==> config.mk <==
export PLATFORM = sky130hd
export DESIGN_NAME = axis_fir_coeff_sched
export DESIGN_NICKNAME = d
export VERILOG_FILES = /design/src/rtl/axis_fir_coeff_sched.sv
export SDC_FILE = /design/constraint.sdc
export NUM_CORES = 1
export LEC_CHECK = 0
export ABC_AREA = 1
export BUFFER_PORTS_ARGS = -buffer_cell sky130_fd_sc_hd__buf_2
export CAP_MARGIN = 30
export CORE_MARGIN = 2
export CORE_UTILIZATION = 52
export CTS_CLUSTER_SIZE = 24
export DETAILED_ROUTE_END_ITERATION = 8
export PLACE_DENSITY_LB_ADDON = 0.3
export SLEW_MARGIN = 20
export SYNTH_ARGS = -nofsm -noshare
export SYNTH_HDL_FRONTEND = slang
export SYNTH_SLANG_ARGS = --single-unit
==> constraint.sdc <==
create_clock -name clk -period 3.2 [get_ports clk]
set_input_delay 0.32 -clock clk [delete_from_list [all_inputs] [get_ports clk]]
set_output_delay 0.32 -clock clk [all_outputs]
set_load 0.01 [all_outputs]
==> src/rtl/axis_fir_coeff_sched.sv <==
// Coefficient scheduler for the AXI-stream FIR datapath.
// Collects a tap set into a shadow bank, waits until the filter is between
// packets with nothing in flight, then swaps the whole set into the active
// tap vector. The sample handshake is gated so no packet ever sees mixed taps.
module axis_fir_coeff_sched #(
    parameter int NUM_TAPS     = 2,
    parameter int TAP_WIDTH    = 3,
    parameter logic [NUM_TAPS*TAP_WIDTH-1:0] RESET_TAPS = {3'b010, 3'b001},
    parameter int MAX_INFLIGHT = 4,
    parameter int IDX_WIDTH    = $clog2(NUM_TAPS),
    parameter int CNT_WIDTH    = $clog2(MAX_INFLIGHT + 1)
) (
    input  logic                          clk,
    input  logic                          rst,
    input  logic [TAP_WIDTH-1:0]          s_cfg_tdata,
    input  logic                          s_cfg_tvalid,
    input  logic                          s_cfg_tlast,
    output logic                          s_cfg_tready,
    input  logic                          in_tvalid,
    input  logic                          in_tlast,
    output logic                          in_tready,
    output logic                          fir_tvalid,
    input  logic                          fir_tready,
    input  logic                          out_last_fire,
    output logic [NUM_TAPS*TAP_WIDTH-1:0] taps,
    output logic                          swap_done,
    output logic                          cfg_err
);
    typedef enum logic [1:0] {S_IDLE, S_PENDING, S_SWAP} state_t;

    state_t                               state_q;
    logic [IDX_WIDTH-1:0]                 idx_q;
    logic [NUM_TAPS-1:0][TAP_WIDTH-1:0]   shadow_q;
    logic [NUM_TAPS-1:0][TAP_WIDTH-1:0]   taps_q;
    logic                                 cfg_err_q;
    logic                                 pkt_open_q, pkt_open_d;
    logic [CNT_WIDTH-1:0]                 inflight_q, inflight_d;

    logic gate;
    logic in_fire;
    logic cfg_fire;
    logic last_idx;
    logic inc, dec;

    // Gate only between packets: either a swap is coming or the FIR is full.
    assign gate      = !pkt_open_q &&
                       (state_q != S_IDLE || inflight_q == CNT_WIDTH'(MAX_INFLIGHT));
    assign in_tready  = fir_tready && !gate;
    assign fir_tvalid = in_tvalid && !gate;
    assign in_fire    = in_tvalid && in_tready;

    assign s_cfg_tready = (state_q == S_IDLE);
    assign cfg_fire     = s_cfg_tvalid && s_cfg_tready;
    assign last_idx     = (idx_q == IDX_WIDTH'(NUM_TAPS - 1));

    assign taps      = taps_q;
    assign swap_done = (state_q == S_SWAP);
    assign cfg_err   = cfg_err_q;

    // Packet-open flag and in-flight packet count; a stray out_last_fire at zero is dropped.
    always_comb begin
        pkt_open_d = pkt_open_q;
        inflight_d = inflight_q;
        inc        = in_fire && in_tlast;
        dec        = out_last_fire && (inflight_q != '0);
        if (in_fire)
            pkt_open_d = !in_tlast;
        case ({inc, dec})
            2'b10:   inflight_d = inflight_q + 1'b1;
            2'b01:   inflight_d = inflight_q - 1'b1;
            default: inflight_d = inflight_q;
        endcase
    end

    // Packet tracking registers.
    always_ff @(posedge clk) begin
        if (rst) begin
            pkt_open_q <= 1'b0;
            inflight_q <= '0;
        end else begin
            pkt_open_q <= pkt_open_d;
            inflight_q <= inflight_d;
        end
    end

    // Load / pending / swap FSM; active taps only ever change on the SWAP edge.
    always_ff @(posedge clk) begin
        if (rst) begin
            state_q   <= S_IDLE;
            idx_q     <= '0;
            shadow_q  <= '0;
            taps_q    <= RESET_TAPS;
            cfg_err_q <= 1'b0;
        end else begin
            cfg_err_q <= 1'b0;
            unique case (state_q)
                S_IDLE: begin
                    if (cfg_fire) begin
                        if (last_idx && s_cfg_tlast) begin
                            shadow_q[idx_q] <= s_cfg_tdata;
                            idx_q           <= '0;
                            state_q         <= S_PENDING;
                        end else if (last_idx || s_cfg_tlast) begin
                            // Wrong length: drop the partial set and start over.
                            cfg_err_q <= 1'b1;
                            idx_q     <= '0;
                            shadow_q  <= '0;
                        end else begin
                            shadow_q[idx_q] <= s_cfg_tdata;
                            idx_q           <= idx_q + 1'b1;
                        end
                    end
                end
                S_PENDING: begin
                    if (!pkt_open_q && inflight_q == '0)
                        state_q <= S_SWAP;
                end
                S_SWAP: begin
                    taps_q  <= shadow_q;
                    state_q <= S_IDLE;
                end
                default: state_q <= S_IDLE;
            endcase
        end
    end
endmodule

==> summary by stage <==
Placement
The instance count after placement with tap cells included is ~140. The weighted congestion reported at the end of routability-driven placement is ~0.76. The detailed placer's ending HPWL is 1190 µm. The quantity of I/O buffers inserted on ports is 21.

Setup path
The first element of the critical path is state_q[0]$_SDFFE_PP0P_. In this run the worst setup path terminates at inflight_q[2]$_SDFFE_PP0P_. STA puts the critical path data required time at roughly 3400 ps. The kind of start point of the critical path is a register. In this design, the stage delay of the slowest critical-path cell is roughly 500 ps. The number of cells on the worst reg-to-reg path is 11. In this run the number of cells on the critical path is 11. The critical path goes through nor2_1 > nand2_1 > nand2_1 > nand4_1 > ha_1 > inv_1 > fa_1 > a21oi_1 > o21ai_0 > o21ai_0 > a21oi_1. The startpoint-to-endpoint class of the critical path is reg2reg. Across all register-to-register paths, the minimum setup slack is approximately 1100 ps. The end of the worst register-to-register path is inflight_q[2]$_SDFFE_PP0P_. The endpoint kind of the worst setup timing path is a register. The startpoint identified for the worst register-to-register timing path is state_q[0]$_SDFFE_PP0P_. The family with the most delay on the worst path is adder cells.

The slowest stage cell on the critical path is sky130_fd_sc_hd__dfxtp_1. Together, buffers and inverters on the worst path number 1. In this run the worst path has a maximum fanout of 5. STA puts the critical path data arrival time at ~2300 ps.

Synth
The netlist area before placement is about 830 µm². The count of state elements after synthesis is 20. The commonest cells after synthesis are 20 x sky130_fd_sc_hd__dfxtp_1, 17 x sky130_fd_sc_hd__nor2_1, 14 x sky130_fd_sc_hd__nand2_1, 13 x sky130_fd_sc_hd__o21ai_0. The count of different cell masters after synthesis is 19. The largest total area in the synthesized netlist belongs to sky130_fd_sc_hd__dfxtp_1. The dominant cell by count in the synthesized netlist is sky130_fd_sc_hd__dfxtp_1. In the post-synthesis netlist, the biggest area contributors are sky130_fd_sc_hd__dfxtp_1 48%, sky130_fd_sc_hd__o21ai_0 7.8%, sky130_fd_sc_hd__nor2_1 7.7%, sky130_fd_sc_hd__nand3_1 6.6%, sky130_fd_sc_hd__nand2_1 6.3%.

After technology mapping, the gate count stands at ~100. The predominant post-synthesis flop cell is sky130_fd_sc_hd__dfxtp_1. The number of enable flip-flop cells after synthesis is 0. The top cell type's share of synthesized area is between 40% and 50%. The mean instance size in the synthesized netlist is around 8 µm². The Yosys step of the flow raised 0 warnings.

For this run, asynchronously set or reset flops after synthesis account for 0%. Synthesis produced a netlist with a net count of ~120. Sequential elements use around half of the synthesized area.

Routing
The pre-antenna-repair detailed-routing pass consisted of 4 iterations. The antenna violation net count after detailed routing is 0. The remaining design rule violation count is 0. Dividing the detail-routed wire length by the instance count gives around 11 µm.

The number of DRC markers in iteration 0 is 15. The routed design has 1570 µm of wire. Dividing the detail-routed via count by the number of cells gives 5.24.

The via total after detailed routing is about 750.

STA
In the final timing run, aggregate negative setup slack is 0 ps. Counting I/O delays and the setup requirement, the final critical path takes slightly above 2000 ps. In the finished design, the share of the clock period the worst path needs comes to between 60 and 70%. At the pin with the least slew margin, the transition time is between 500 and 600 ps. In this run the tightest slew margin relative to its limit is around two thirds. The number of slew-limit violations in the final report is 0. The highest achievable clock rate is just under 500 MHz.

The clock tree skew after final layout is between 8 and 9 ps. Setup violations remaining at the end of the flow were counted as 0. Setup repair after global routing left no endpoint under its margin. The number of hold-slack violations in the final timing report came to 0.

Global route
The via count of the first global-routing pass is between 600 and 700. Global routing used between 10% and 20% of the available tracks across all layers. The number of antenna violations at the first check in global routing is 0. The pin count of the biggest net entering global routing is 21. The aggregate global routing overflow is 0. The wire length of the first global-routing pass is approximately 2600 µm.

Worst hold path
The worst hold path was traced through 2 stages. The min-delay analysis places its worst path in the category in2reg.

Status
The flow ran to the end, and the final reports show no timing, DRC or antenna violations.

Cells and area
Of the cells placed in the final design, the portion with a size suffix greater than 1 is 22.8%. The area added between synthesis and finish is 20.2%. The antenna diode instance count is 0. After the flow finishes, the layout carries non-filler instances totaling 143. The layout net count is approximately 140.

CTS
In this run the number of H-tree levels came out at 1. The number of buffers created by CTS is 3. Counting along the longest clock path gives a buffer depth of 2.

The clock tree from TritonCTS is done. The insertion delay to the later sink of the worst-skew pair is 310 ps. Counting every sink on the clock net gives 20. The clock-pin slew on the worst setup and hold paths is 110 ps. In this run the post-CTS setup repair buffer count came out at 0. Clock tree synthesis selected as its root buffer the cell sky130_fd_sc_hd__clkbuf_4. The number of hold buffers added after CTS is 0. Gates resized during post-CTS repair numbered 0.

Run
The max capacitance violation total is 0.

Floorplan
The horizontal die dimension is roughly 44 µm. The initial utilization of the core area, before any placement, comes to a little under three fifths. The top-level I/O count is 22.

In this run the core area contains 14 standard-cell rows. The floorplan step defined a core boundary enclosing around 1500 µm². From bottom edge to top edge, the die measures roughly 44 µm.

The total die area is 1940 µm².

Power and ir drop
The maximum vdd ir drop is between 0.0003 and 0.0004 V. For this design the ratio of total power to cell area is 560 nW/µm². The leakage power total is roughly 0.47 nW.
[cell usage in the layout (no fill, tap or decap)]
master / n
sky130_fd_sc_hd__nand3_1: 11
sky130_fd_sc_hd__o21ai_0: 13
sky130_fd_sc_hd__dfxtp_1: 20
sky130_fd_sc_hd__clkbuf_4: 3
sky130_fd_sc_hd__ha_1: 1
sky130_fd_sc_hd__nand2_1: 14
sky130_fd_sc_hd__nor2_1: 17
sky130_fd_sc_hd__inv_1: 11
sky130_fd_sc_hd__nand3_2: 1
sky130_fd_sc_hd__o211a_1: 1
sky130_fd_sc_hd__nand4_1: 1
sky130_fd_sc_hd__a21boi_0: 1
sky130_fd_sc_hd__o21ai_2: 1
sky130_fd_sc_hd__nor2_4: 1
sky130_fd_sc_hd__nor3_1: 1
sky130_fd_sc_hd__bufinv_16: 1
sky130_fd_sc_hd__a21oi_1: 5
sky130_fd_sc_hd__nor3b_4: 1
sky130_fd_sc_hd__fa_1: 1
sky130_fd_sc_hd__a41oi_1: 1
sky130_fd_sc_hd__buf_2: 21
[report_power, final]
| group | switching [mW] | internal [mW] | total [mW] |
|---|---|---|---|
| Clock | 0.0812 | 0.127 | 0.208 |
| Combinational | 0.0494 | 0.0314 | 0.0809 |
| Sequential | 0.00911 | 0.262 | 0.271 |
| Total | 0.140 | 0.420 | 0.560 |
[cell type report]
type | instances | area (µm²)
Clock buffer | 3 | 22.5
Clock inverter | 1 | 30.0
Fill cell | 126 | 507
Inverter | 11 | 41.3
Multi-Input combinational cell | 71 | 380
Sequential cell | 20 | 400
Tap cell | 16 | 20.0
Timing Repair Buffer | 21 | 105
[worst min-delay path by stage]
stage / end / slack, ps / from
floorplan: state_q[0]$_SDFFE_PP0P_ / 390 / rst
global placement: taps[0]$_SDFFE_PP1P_ / 430 / taps[0]$_SDFFE_PP1P_
detailed placement: taps[4]$_SDFFE_PP1P_ / 440 / taps[4]$_SDFFE_PP1P_
CTS: state_q[0]$_SDFFE_PP0P_ / 200 / rst
global route: inflight_q[1]$_SDFFE_PP0P_ / 210 / rst
finish: state_q[0]$_SDFFE_PP0P_ / 210 / rst
[state kept, by name, indices dropped and copies added (netlist names)]
| register | cells |
|---|---|
| inflight_q | 3 |
| idx_q | 1 |
| shadow_q | 6 |
| state_q | 2 |
| pkt_open_q | 1 |
| taps | 6 |
| cfg_err | 1 |
[metrics by stage]
stage	setup slack, ps	hold WS, ps	util [%]	area, µm²	power [mW]
CTS	1140	203	66.4	1000	0.563
floorplan	1310	389	-	832	0.332
detailed placement	1160	444	62.9	947	0.356
global placement	1280	434	62.9	947	0.354
global route	859	206	66.4	1000	0.584
finish	1140	210	66.4	1000	0.560
[layer usage]
| layer | part of all wire, % | global-route usage (%) | vias to the layer above | wire length, µm |
|---|---|---|---|---|
| met2 | 39 | 27.1 | 31 | 618 |
| met1 | 49 | 24.7 | 321 | 778 |
| met5 | 0 | 0 | - | 0 |
| met3 | 8.6 | 4.17 | 5 | 135 |
| li1 | - | - | 392 | - |
| met4 | 2.5 | 10.9 | 0 | 39 |
[logic make-up (layout without fill, tap and decap cells)]
logic type                 Yosys count  count (layout)  share of synthesized area (%)
DFF                                 20              20                           48.1
buffers and inverters               13              36                           6.17
and+or+nand+nor                     47              47                           26.8
AOI/OAI and AO/OA                   22              22                           15.0
adders and majority gates            2               2                           3.91
Power figures use the tool's default switching activity.
